--- src/rtl/popcount_pkg.sv ---
// Shared sizing helpers for the streaming popcount block.
// - calc_wa     : word width after zero padding (power of two, at least 4)
// - calc_levels : number of registered adder-tree levels above the 4-bit leaves
// - calc_lat    : accept-to-output latency in cycles
// - calc_out_w  : width of the data_o port
// - level_w     : width of one partial count at tree level k (level 0 = leaves)
// - level_off   : bit offset of level k inside the flattened tree bus
// - count4      : ones count of a 4-bit nibble
package popcount_pkg;

    function automatic int calc_wa(input int width);
        int p;
        p = 1 << $clog2(width);
        return (p < 4) ? 4 : p;
    endfunction

    function automatic int calc_levels(input int width);
        return $clog2(calc_wa(width)) - 2;
    endfunction

    function automatic int calc_lat(input int width);
        return calc_levels(width) + 2;
    endfunction

    function automatic int calc_out_w(input int width, input int accumulate, input int acc_w);
        return (accumulate != 0) ? acc_w : $clog2(width + 1);
    endfunction

    // A level-k sum covers 2**(k+2) input bits, so it needs exactly this many bits.
    function automatic int level_w(input int k);
        return $clog2((1 << (k + 2)) + 1);
    endfunction

    // Level j holds wa/2**(j+2) partial counts of level_w(j) bits each.
    function automatic int level_off(input int wa, input int k);
        int off;
        off = 0;
        for (int j = 0; j < k; j++) begin
            off += (wa >> (j + 2)) * level_w(j);
        end
        return off;
    endfunction

    function automatic logic [2:0] count4(input logic [3:0] nib);
        return {2'b00, nib[0]} + {2'b00, nib[1]} + {2'b00, nib[2]} + {2'b00, nib[3]};
    endfunction

endpackage

--- src/rtl/popcount_tree_level.sv ---
// One registered level of the popcount adder tree: adds neighbouring pairs of
// partial counts and registers the results together with valid and last flags.
// Ports:
//   clk_i, arst_ni     clock, asynchronous active-low reset (clears vld only)
//   en                 global pipeline enable; level holds when low
//   src_vld, src_last  flags of the level below
//   src_sum            N_IN packed partial counts of IN_W bits
//   vld, last          registered flags
//   sum                N_IN/2 packed partial counts of IN_W+1 bits
module popcount_tree_level
    import popcount_pkg::*;
#(
    parameter int N_IN = 2,
    parameter int IN_W = 3
) (
    input  logic                            clk_i,
    input  logic                            arst_ni,
    input  logic                            en,
    input  logic                            src_vld,
    input  logic                            src_last,
    input  logic [N_IN*IN_W-1:0]            src_sum,
    output logic                            vld,
    output logic                            last,
    output logic [(N_IN/2)*(IN_W+1)-1:0]    sum
);

    localparam int N_OUT = N_IN / 2;
    localparam int SUM_W = IN_W + 1;

    always_ff @(posedge clk_i or negedge arst_ni) begin
        if (!arst_ni) begin
            vld <= 1'b0;
        end else if (en) begin
            vld <= src_vld;
        end
    end

    always_ff @(posedge clk_i) begin
        if (en) begin
            last <= src_last;
            for (int i = 0; i < N_OUT; i++) begin
                sum[i*SUM_W +: SUM_W] <= SUM_W'(src_sum[(2*i)*IN_W +: IN_W])
                                       + SUM_W'(src_sum[(2*i+1)*IN_W +: IN_W]);
            end
        end
    end

endmodule

--- src/rtl/popcount_stream.sv ---
// Streaming population count with valid/ready handshakes on both sides.
// Each accepted word is padded to a power of two, split into 4-bit leaves and
// reduced by a registered binary adder tree. With ACCUMULATE=0 every word
// yields its own count; with ACCUMULATE=1 counts are summed per frame
// (terminated by data_last_i) into a saturating ACC_W-bit accumulator.
// Ports:
//   clk_i, arst_ni   clock, asynchronous active-low reset
//   data_i           input word (WIDTH bits)
//   data_val_i       input word valid
//   data_last_i      last word of a frame (frame mode only)
//   cnt_zeros_i      count zero bits instead of one bits
//   data_ready_o     input word accepted this cycle when data_val_i is high
//   data_o           count / frame sum (OUT_W bits)
//   data_sat_o       frame sum saturated
//   data_val_o       data_o valid
//   data_ready_i     downstream accepts data_o
module popcount_stream
    import popcount_pkg::*;
#(
    parameter  int WIDTH      = 24,
    parameter  int ACCUMULATE = 0,
    parameter  int ACC_W      = 16,
    localparam int OUT_W      = calc_out_w(WIDTH, ACCUMULATE, ACC_W)
) (
    input  logic             clk_i,
    input  logic             arst_ni,
    input  logic [WIDTH-1:0] data_i,
    input  logic             data_val_i,
    input  logic             data_last_i,
    input  logic             cnt_zeros_i,
    output logic             data_ready_o,
    output logic [OUT_W-1:0] data_o,
    output logic             data_sat_o,
    output logic             data_val_o,
    input  logic             data_ready_i
);

    localparam int WA     = calc_wa(WIDTH);
    localparam int LEVELS = calc_levels(WIDTH);
    localparam int N_LEAF = WA / 4;
    localparam int LEAF_W = level_w(0);
    localparam int CW     = level_w(LEVELS);
    localparam int BUS_W  = level_off(WA, LEVELS + 1);

    // The whole pipeline advances together; it only stalls when a result is
    // waiting and downstream refuses it.
    logic en;
    assign en           = !data_val_o || data_ready_i;
    assign data_ready_o = en;

    // Inversion touches only the real bits; the zero extension supplies pad
    // bits that can never contribute to the count.
    logic [WA-1:0] word;
    assign word = WA'(data_i ^ {WIDTH{cnt_zeros_i}});

    // Stage 0: 4-bit leaf counts
    logic [N_LEAF*LEAF_W-1:0] leaf_p0;
    logic                     vld_p0;
    logic                     last_p0;

    always_ff @(posedge clk_i or negedge arst_ni) begin
        if (!arst_ni) begin
            vld_p0 <= 1'b0;
        end else if (en) begin
            vld_p0 <= data_val_i;
        end
    end

    always_ff @(posedge clk_i) begin
        if (en) begin
            last_p0 <= data_last_i;
            for (int i = 0; i < N_LEAF; i++) begin
                leaf_p0[i*LEAF_W +: LEAF_W] <= count4(word[i*4 +: 4]);
            end
        end
    end

    // Adder-tree levels 1..LEVELS, each stored in its own slice of tree_bus
    logic [BUS_W-1:0]  tree_bus;
    logic [LEVELS:0]   tree_vld;
    logic [LEVELS:0]   tree_last;

    assign tree_bus[0 +: N_LEAF*LEAF_W] = leaf_p0;
    assign tree_vld[0]                  = vld_p0;
    assign tree_last[0]                 = last_p0;

    for (genvar k = 1; k <= LEVELS; k++) begin : g_lvl
        localparam int N_IN    = WA >> (k + 1);
        localparam int IN_W    = level_w(k - 1);
        localparam int SRC_OFF = level_off(WA, k - 1);
        localparam int DST_OFF = level_off(WA, k);

        popcount_tree_level #(
            .N_IN (N_IN),
            .IN_W (IN_W)
        ) u_level (
            .clk_i    (clk_i),
            .arst_ni  (arst_ni),
            .en       (en),
            .src_vld  (tree_vld[k-1]),
            .src_last (tree_last[k-1]),
            .src_sum  (tree_bus[SRC_OFF +: N_IN*IN_W]),
            .vld      (tree_vld[k]),
            .last     (tree_last[k]),
            .sum      (tree_bus[DST_OFF +: (N_IN/2)*(IN_W+1)])
        );
    end

    logic [CW-1:0] cnt_t;
    logic          vld_t;
    logic          end_word;

    assign cnt_t    = tree_bus[level_off(WA, LEVELS) +: CW];
    assign vld_t    = tree_vld[LEVELS];
    // Word whose arrival at the final stage produces a visible result
    assign end_word = vld_t && (ACCUMULATE == 0 || tree_last[LEVELS]);

    // Final stage: output register (per-word) or accumulator (per-frame)
    if (ACCUMULATE == 0) begin : g_word
        always_ff @(posedge clk_i or negedge arst_ni) begin
            if (!arst_ni) begin
                data_val_o <= 1'b0;
                data_o     <= '0;
            end else if (en) begin
                data_val_o <= end_word;
                if (end_word) begin
                    data_o <= OUT_W'(cnt_t);
                end
            end
        end

        assign data_sat_o = 1'b0;
    end else begin : g_frame
        localparam int SUM_W = ((ACC_W > CW) ? ACC_W : CW) + 1;

        logic [ACC_W-1:0] acc;
        logic             acc_sat;
        logic [ACC_W-1:0] base_acc;
        logic             base_sat;
        logic [SUM_W-1:0] sum_wide;
        logic [ACC_W-1:0] sum_sat;
        logic             sat_next;

        always_comb begin
            // While a frame result is on the output, any enabled cycle is its
            // handshake, so the incoming word starts a fresh frame from zero.
            base_acc = data_val_o ? '0 : acc;
            base_sat = data_val_o ? 1'b0 : acc_sat;
            sum_wide = SUM_W'(base_acc) + SUM_W'(cnt_t);
            // Flag stays sticky so later words cannot hide an earlier overflow.
            sat_next = base_sat || (sum_wide > SUM_W'({ACC_W{1'b1}}));
            sum_sat  = sat_next ? '1 : sum_wide[ACC_W-1:0];
        end

        always_ff @(posedge clk_i or negedge arst_ni) begin
            if (!arst_ni) begin
                acc        <= '0;
                acc_sat    <= 1'b0;
                data_val_o <= 1'b0;
                data_sat_o <= 1'b0;
                data_o     <= '0;
            end else if (en) begin
                data_val_o <= end_word;
                if (vld_t) begin
                    acc     <= sum_sat;
                    acc_sat <= sat_next;
                end else begin
                    acc     <= base_acc;
                    acc_sat <= base_sat;
                end
                if (end_word) begin
                    data_o     <= sum_sat;
                    data_sat_o <= sat_next;
                end else begin
                    data_sat_o <= 1'b0;
                end
            end
        end
    end

endmodule

--- config.mk ---
export PLATFORM = sky130hd
export DESIGN_NAME = popcount_stream
export DESIGN_NICKNAME = d
export VERILOG_FILES = /design/src/rtl/popcount_pkg.sv /design/src/rtl/popcount_tree_level.sv /design/src/rtl/popcount_stream.sv
export SDC_FILE = /design/constraint.sdc
export NUM_CORES = 1
export LEC_CHECK = 0
export ABC_AREA = 1
export BUFFER_PORTS_ARGS = -buffer_cell sky130_fd_sc_hd__buf_2
export CAP_MARGIN = 0
export CORE_MARGIN = 2
export CORE_UTILIZATION = 35
export DETAILED_ROUTE_END_ITERATION = 8
export GPL_ROUTABILITY_DRIVEN = 0
export PLACE_DENSITY = 0.53
export SYNTH_ARGS = -nofsm -noshare
export SYNTH_HDL_FRONTEND = slang
export SYNTH_HIERARCHICAL = 1
export SYNTH_SLANG_ARGS = --single-unit
--- constraint.sdc ---
create_clock -name clk_i -period 2.3 [get_ports clk_i]
set_input_delay 0.115 -clock clk_i [delete_from_list [all_inputs] [get_ports clk_i]]
set_output_delay 0.115 -clock clk_i [all_outputs]
set_load 0.05 [all_outputs]
==> summary.txt, run 1 <==
Die
  – Die Area: between 0.01 and 0.015 mm²
  – Chip width: 101 µm
  – Starting density of the core: 0.358
  – Num rows: 35
  – Core Footprint: between 0.009 and 0.01 mm²
  – Die Height: 101 µm
  – IO Count: 38

Run status
  – Status: finished clean

Critical path
  – Crit-path cells: ha_1, fa_1, nand2_1, nand2_1, nand3_1, nand2_1
  – Crit path top cell by count: nand2_1
  – Crit path DAT: ~1700 ps
  – Worst Path Required: approximately 2400 ps
  – Critical-path top delay cell: fa_1
  – Worst stage delay on the critical path: around 440 ps
  – Worst r2r src: g_lvl[2].u_level/sum[0]
  – Worst setup path start: g_lvl[2].u_level/sum[0]
  – Reg2Reg Setup Slack: roughly 720 ps
  – Startpoint types: flop
  – WS Path Type: reg2reg
  – Critical path fanouts, max: 3
  – Worst setup EP type: flop

Final layout
  – Final Util: 0.416
  – Area grow syn2layout: 16.3%
  – Ant diodes: 0
  – Fraction of layout cells with a size suffix above 1: 0.168
  – Nets: 402

Clock tree
  – Clk buf depth: 2
  – Setup bufs post-CTS: 0
  – Num CTS Buffers: 9
  – Root Buffer: clkbuf_8
  – Clock sinks: a little under 60
  – CTS tree: done
  – Clock Latency Late Sink: about 330 ps
  – Clk slew on worst S/H paths: roughly 60 ps
  – H-Tree Depth: 3

Global route
  – Vias in the first global route: about 1900
  – Total Routing Usage GR: 0.100
  – First-pass GRT wire length: 7880 µm
  – GR Overflow Total: 0
  – Initial antenna violation count: 0
  – Largest net degree at the start of global routing: 34

Drt
  – Drt initial violations: 33
  – Final wirelength: approximately 4500 µm
  – Vias: approximately 1900
  – Post-route ant nets: 0
  – DRC: 0
  – Wire length per cell: about 10 µm
  – Vias/cell: between 4 and 5
  – Drt first pass iters: 4

STA
  – Final min period: 1580 ps
  – Final Max Tran Viols: 0
  – Count of final setup violators: 0
  – Fmax: around 0.63 GHz
  – Period utilisation layout: 0.685
  – Final worst slack: around 720 ps
  – Endpoints failing hold: 0
  – Setup_tns: 0 ps
  – RSZ-0062 raised after global routing: false
  – Worst clock skew: just over 7 ps

Logic synthesis
  – Synthesized cell area: about 0.0033 mm²
  – Cells after Synth: between 200 and 300
  – Mean Syn Cell Area: roughly 12 µm²
  – YS warnings: 6

Pwr
  – P_leak: around 1.8 nW
  – PnR Total Power: approximately 0.0050 W
  – Worst VDD drop: between 0.3 and 0.4 mV
  – PD cells: about 1300 mW/mm²

Hold path
  – Worst min path class: in2reg
  – Min-delay src: data_ready_i

Place
  – PortBufs: 35
  – Dpl hpwl: between 3000 and 4000 µm
  – Pre-CTS setup slack: about 440 ps

Job
  – Max cap viols: 0
[final cells by class]
| cell class | instances | area, µm² |
|---|---|---|
| Fill cell | 885 | 5370 |
| Sequential cell | 59 | 1720 |
| Multi-Input combinational cell | 171 | 1390 |
| Timing Repair Buffer | 40 | 243 |
| Inverter | 41 | 154 |
| Tap cell | 111 | 139 |
| Clock buffer | 10 | 128 |
| Clock inverter | 6 | 56.3 |
[final timing paths]
kind | end | cells past startpoint
min in group asynchronous | data_o[1] | 2
hold / removal | vld_p0 | 4
setup reg to reg | g_lvl[3].u_level/sum[4] | 6
hold reg to reg | data_o[1] | 2
setup / recovery | g_lvl[3].u_level/sum[4] | 6
max in group asynchronous | data_val_o | 2
[metrics by stage]
stage	hold WS [ps]	std cells	instance area (µm²)
2_1_floorplan	-181	275	3320
3_3_place_gp	-15.3	420	3630
3_5_place_dp	-8.33	420	3630
4_1_cts	54.4	438	3830
5_1_grt	78.2	438	3830
6_report	63.5	438	3830
[per-layer routing]
layer  up-vias  GRT usage  part of all wire
met2        52      0.171              0.49
met5         -          0                 0
met3         8     0.0361             0.054
li1        987          -                 -
met1       866      0.111              0.44
met4         0     0.0468             0.016
[registers in the layout, indices dropped and copies added (netlist names)]
name and flops:
g_lvl.u_level/vld 3, data_o 5, g_lvl.u_level/sum 31, vld_p0 1, leaf_p0 18, data_val_o 1
[critical path, delay by kind of cell, from the launching register on]
family	cells	cell delay, ps
and+or+nand+nor	4	250
adders and majority gates	2	690
DFF	1	380
[power breakdown]
group          switching (W)  internal [W]
Clock               0.000392      0.000490
Sequential          0.000215       0.00190
Combinational        0.00119      0.000784
Total                0.00180       0.00318
[cell usage in the layout, fill, tap and decap left out, drive strengths merged, types with 2 or more instances in the layout]
cell type / count
edfxtp: 49
buf: 38
clkinv: 4
dlygate4sd3: 2
inv: 41
xnor2: 13
fa: 13
ha: 37
xor2: 18
clkbuf: 10
dfrtp: 10
nand3: 26
conb: 9
nor2: 4
o21ai: 5
a21oi: 6
nand2: 40
[timing repair]
action	CTS	global route
endpoints found under the hold margin	11	0
hold buffers	2	0
gates resized for setup	0	0
No activity file was read; power rests on OpenSTA's default activity.
==> inputs of run 2 (changes only) <==
- PLACE_DENSITY: 0.53 -> 0.55
- clock period: 2.3 -> 1.4 ns (I/O delays scaled with it)
==> run 2 against run 1 <==
Against the previous run:
- the flow now finishes with violations (setup timing)
- final cell count is 2.1% higher
- critical path depth unchanged
- via count rose by 1.3%
- first-iteration DRC count shrank 6.1%
- hold slack improved by 69 ps
- sequential cell count unchanged
- clock power is 70% higher
- worst setup slack got worse by 760 ps
- die area did not move
- critical endpoint unchanged
- largest power group is now combinational cells
==> summary.txt, run 2 (same netlist as run 1, synthesis figures left out) <==
STA
  – Worst clock skew: around 5.2 ps
  – Final Max Tran Viols: 0
  – Period utilisation layout: 1.02
  – Fmax: approximately 0.7 GHz
  – Final worst slack: -33.6 ps
  – RSZ-0062 raised after global routing: true
  – Count of final setup violators: 1
  – Endpoints failing hold: 0
  – Fin Hold WS: approximately 130 ps
  – Final min period: about 1400 ps
  – Setup_tns: -33.6 ps

Hold path
  – Worst min path class: in2async

Place
  – Placed insts: 425
  – PortBufs: 35
  – Dpl hpwl: approximately 3500 µm
  – Pre-CTS setup slack: -388 ps

Clock tree
  – Num CTS Buffers: 9
  – Clock sinks: 59
  – CTS tree: done
  – Clk slew on worst S/H paths: about 70 ps
  – Clock Latency Late Sink: about 330 ps
  – Root Buffer: clkbuf_8
  – Clk buf depth: 2
  – H-Tree Depth: 3

Global route
  – Vias in the first global route: ~2000
  – Initial antenna violation count: 0
  – First-pass GRT wire length: about 8000 µm
  – Largest net degree at the start of global routing: 40
  – Total Routing Usage GR: 0.103
  – GR Overflow Total: 0

Final layout
  – Ant diodes: 0
  – Fraction of layout cells with a size suffix above 1: 0.304
  – Largest Register: g_lvl.u_level/sum
  – Most frequent cells in the layout: 49 x edfxtp_1, 39 x inv_1, 37 x nand2_1, 33 x buf_2, 25 x nand3_1
  – Fin cells: 447
  – Final Util: 0.455
  – Largest register FFs: 31
  – # fillers: slightly below 900
  – Most common cell after layout, fill and taps aside: edfxtp_1
  – Area grow syn2layout: 27.1%
  – Nets: 411
  – Biggest regs: g_lvl.u_level/sum (31), leaf_p0 (18), data_o (5)

Die
  – IO Count: 38
  – Num rows: 35
  – Die Height: approximately 100 µm
  – Die Area: between 0.01 and 0.015 mm²
  – Chip width: around 100 µm
  – Core Footprint: approximately 0.0092 mm²
  – Starting density of the core: 0.358

Job
  – Max cap viols: 0

Drt
  – Vias/cell: 4.34
  – Wire length per cell: about 11 µm
  – DRC: 0
  – Final wirelength: ~4700 µm
  – Vias: around 1900
  – Drt initial violations: 31
  – Post-route ant nets: 0
  – Drt first pass iters: 4

Pwr
  – PD cells: ~2000 mW/mm²
  – Worst VDD drop: between 0.6 and 0.7 mV
  – P_leak: 1.91 nW

Critical path
  – Worst Path Required: 1490 ps
  – Worst Reg-to-Reg Cells: 6
  – WS Path Type: reg2reg
  – Crit path DAT: ~1500 ps
  – Startpoint types: flop
  – Critical path fanouts, max: 3
  – Worst setup EP type: flop

Run status
  – Status: finished, violations left
  – Violated checks: setup timing
-- run 2: cell count changes in the layout (fill, tap and decap cells not counted), sizes merged --
cell / before / now
buf: 38 / 45
clkbuf: 10 / 11
clkinv: 4 / 2
clkinvlp: 1 / 3
nand2: 40 / 41
-- run 2: cell type report --
cell class | instances | area [µm²] | area share
clock inverter | 6 | 66.3 | 0.0158
sequential | 59 | 1720 | 0.412
inverter | 41 | 154 | 0.0368
clock buffer | 10 | 128 | 0.0305
timing repair buffer | 48 | 342 | 0.0816
multi-input combinational | 172 | 1630 | 0.390
tap | 111 | 139 | 0.0332
-- run 2: worst max-delay path, stage by stage (launching register included) --
cell      delay (ps)
edfxtp_1         380
ha_2             210
fa_2             400
nand2_2           80
nand2_2           50
nand3_2           50
nand2_1           40
-- run 2: where the power goes --
part / internal, W / switching (W)
Clock: 0.000821 / 0.000684
Sequential: 0.00313 / 0.000382
Combinational: 0.00149 / 0.00207
-- run 2: through the flow --
stage | instance area (µm²) | total power, W
finish | 4180 | 0.00857
CTS | 4090 | 0.00859
global placement | 3840 | 0.00693
global route | 4180 | 0.00942
detailed placement | 3840 | 0.00703
floorplan | 3500 | 0.00612
-- run 2: final timing paths --
path / startpoint / endpoint / slack, ps
max in group asynchronous: arst_ni / data_val_o / 1060
min in group clk_i: data_ready_i / vld_p0 / 140
max reg2reg: g_lvl[2].u_level/sum[5] / g_lvl[3].u_level/sum[4] / -30
min: arst_ni / data_o[1] / 130
max: g_lvl[2].u_level/sum[5] / g_lvl[3].u_level/sum[4] / -30
min reg2reg: data_o[2] / data_o[2] / 470
-- run 2: metal layers --
layer  global-route usage  share of wire  routed length [µm]  up-vias
li1                     -              -                   -      996
met1                0.114           0.44                2070      891
met2                0.179           0.49                2340       47
met3               0.0430          0.060                 282        4
met4               0.0343         0.0097                  46        0
met5                    0              0                   0        -
-- run 2: timing repair --
action,4_1_cts,5_1_grt
hold buffers,2,0
endpoints found under the hold margin,11,0
setup buffers,0,2
resized for setup,5,14
gates cloned,0,2
pin swaps,4,7
setup endpoints to repair,6,11
==> inputs of run 3 (changes only) <==
- CORE_ASPECT_RATIO: not set -> 0.9
- CTS_CLUSTER_SIZE: not set -> 28
==> run 3 against run 2 <==
Against the previous run:
- the flow still finishes with violations (setup timing)
- final area is 0.33% lower
- sequential power hardly changed
- via count is 0.10% higher
- final cell count is 2.0% higher
- sequential cell count stayed put
- highest routed layer unchanged
==> summary.txt, run 3 (same netlist as run 1, synthesis figures left out) <==
Critical path
  – Startpoint types: flop
  – Worst R2R End: g_lvl[3].u_level/sum[4]
  – Worst setup EP type: flop
  – Reg2Reg Setup Slack: -70 ps
  – Worst Path Required: 1480 ps
  – Critical path fanouts, max: 3
  – Worst setup path start: g_lvl[2].u_level/sum[5]
  – Crit path DAT: 1560 ps
  – Worst Reg-to-Reg Cells: 6
  – Worst r2r src: g_lvl[2].u_level/sum[5]
  – WS Path Type: reg2reg

Final layout
  – Fraction of layout cells with a size suffix above 1: 0.290
  – Area grow syn2layout: 26.6%
  – Largest Register: g_lvl.u_level/sum
  – Most frequent cells in the layout: 49 x edfxtp_1, 38 x inv_1, 38 x nand2_1, 34 x buf_2, 26 x nand3_1
  – Ant diodes: 0
  – Biggest regs: g_lvl.u_level/sum (31), leaf_p0 (18), data_o (5)
  – Most common cell after layout, fill and taps aside: edfxtp_1
  – Nets: around 400
  – Largest register FFs: 31

Die
  – Chip width: ~110 µm
  – IO Count: 38
  – Core Footprint: between 0.009 and 0.01 mm²
  – Die Area: ~0.010 mm²
  – Die Height: 96.0 µm
  – Num rows: 33
  – Starting density of the core: 0.361

Pwr
  – Switching Power: roughly 0.0031 W
  – Int Pwr: around 0.0054 W
  – Power share of the sequential group: 0.413
  – P_leak: 1.89 nW
  – Comb power frac: 0.414
  – Clk pwr share: 0.173
  – PnR Total Power: 0.00853 W
  – Worst VDD drop: around 1.4 mV
  – Switching Share: 0.364
  – PD cells: between 2000 and 2500 mW/mm²

Global route
  – Vias in the first global route: between 1500 and 2000
  – Largest net degree at the start of global routing: 37
  – First-pass GRT wire length: 8300 µm
  – Total Routing Usage GR: 0.104
  – GR Overflow Total: 0
  – Initial antenna violation count: 0

STA
  – Period utilisation layout: 1.05
  – Final Max Tran Viols: 0
  – Final worst slack: -74.3 ps
  – RSZ-0062 raised after global routing: true
  – Endpoints failing hold: 0
  – Worst clock skew: a little over 10 ps
  – Fmax: between 0.6 and 0.7 GHz
  – Final min period: about 1500 ps
  – Count of final setup violators: 1

Clock tree
  – CTS tree: done
  – H-Tree Depth: 3
  – Num CTS Buffers: 9
  – Clock Latency Late Sink: 330 ps
  – Clock sinks: a little under 60
  – Clk buf depth: 2
  – Clk slew on worst S/H paths: roughly 70 ps
  – Root Buffer: clkbuf_8
  – Setup bufs post-CTS: 0

Drt
  – Post-route ant nets: 0
  – Vias/cell: 4.25
  – Drt initial violations: 94
  – DRC: 0
  – Wire length per cell: ~10 µm
  – Final wirelength: 4650 µm
  – Drt first pass iters: 4
  – Vias: approximately 1900

Run status
  – Violated checks: setup timing
  – Status: finished, violations left

Hold path
  – Min-Delay Path Depth: 4
  – Min-delay src: data_ready_i
  – WHS Endpoint: vld_p0
  – Worst min path class: in2reg

Place
  – Dpl hpwl: about 3400 µm
  – Pre-CTS setup slack: -397 ps
  – PortBufs: 35

Job
  – Max cap viols: 0
[run 3: final cells by class]
| type | count | area [µm²] |
|---|---|---|
| clock inverter | 6 | 66.3 |
| inverter | 41 | 154 |
| clock buffer | 10 | 128 |
| multi-input combinational | 171 | 1610 |
| sequential | 59 | 1720 |
| tap | 122 | 153 |
| timing repair buffer | 47 | 335 |
| fill | 833 | 4950 |
[run 3: metal layers]
layer	vias up	global-route usage	routed length (µm)
li1	999	-	-
met1	885	0.125	2150
met2	51	0.174	2160
met3	5	0.0420	295
met4	0	0.0329	47
met5	-	0	0
[run 3: timing repair]
action,4_1_cts,5_1_grt
endpoints found under the setup margin,4,12
gates cloned,0,1
gates resized for setup,3,14
pin swaps,2,2
hold buffers,2,0
endpoints found under the hold margin,11,0
[run 3: worst max-delay path, stage by stage, from the launching register on]
cell,delay (ps)
edfxtp_1,370
ha_2,220
fa_2,370
nand2_2,80
nand2_1,50
nand3_1,60
nand2_1,60
[run 3: power groups by stage]
stage                     clock (W)  sequential [W]  combinational (W)
final                       0.00148         0.00353            0.00353
after global routing        0.00160         0.00361            0.00415
after CTS                   0.00154         0.00352            0.00350
after detailed placement          0         0.00355            0.00346
after global placement            0         0.00354            0.00339
after floorplan                   0         0.00374            0.00238
[run 3: worst max path at each step]
stage / end
after floorplan: leaf_p0[16]
after global placement: leaf_p0[4]
after global routing: g_lvl[3].u_level/sum[4]
after CTS: g_lvl[3].u_level/sum[4]
final: g_lvl[3].u_level/sum[4]
after detailed placement: leaf_p0[13]
[run 3: stage by stage]
stage / TNS, ps / hold slack (ps) / area [µm²] / cells / util
6_report: -74.3 / 71.6 / 4170 / 456 / 0.457
2_1_floorplan: -3200 / -226 / 3500 / 275 / -
5_1_grt: -161 / 83.5 / 4170 / 456 / 0.457
4_1_cts: -66.7 / 55.0 / 4100 / 455 / 0.449
3_3_place_gp: -4670 / -56.9 / 3860 / 437 / 0.423
3_5_place_dp: -5080 / -59.6 / 3860 / 437 / 0.423
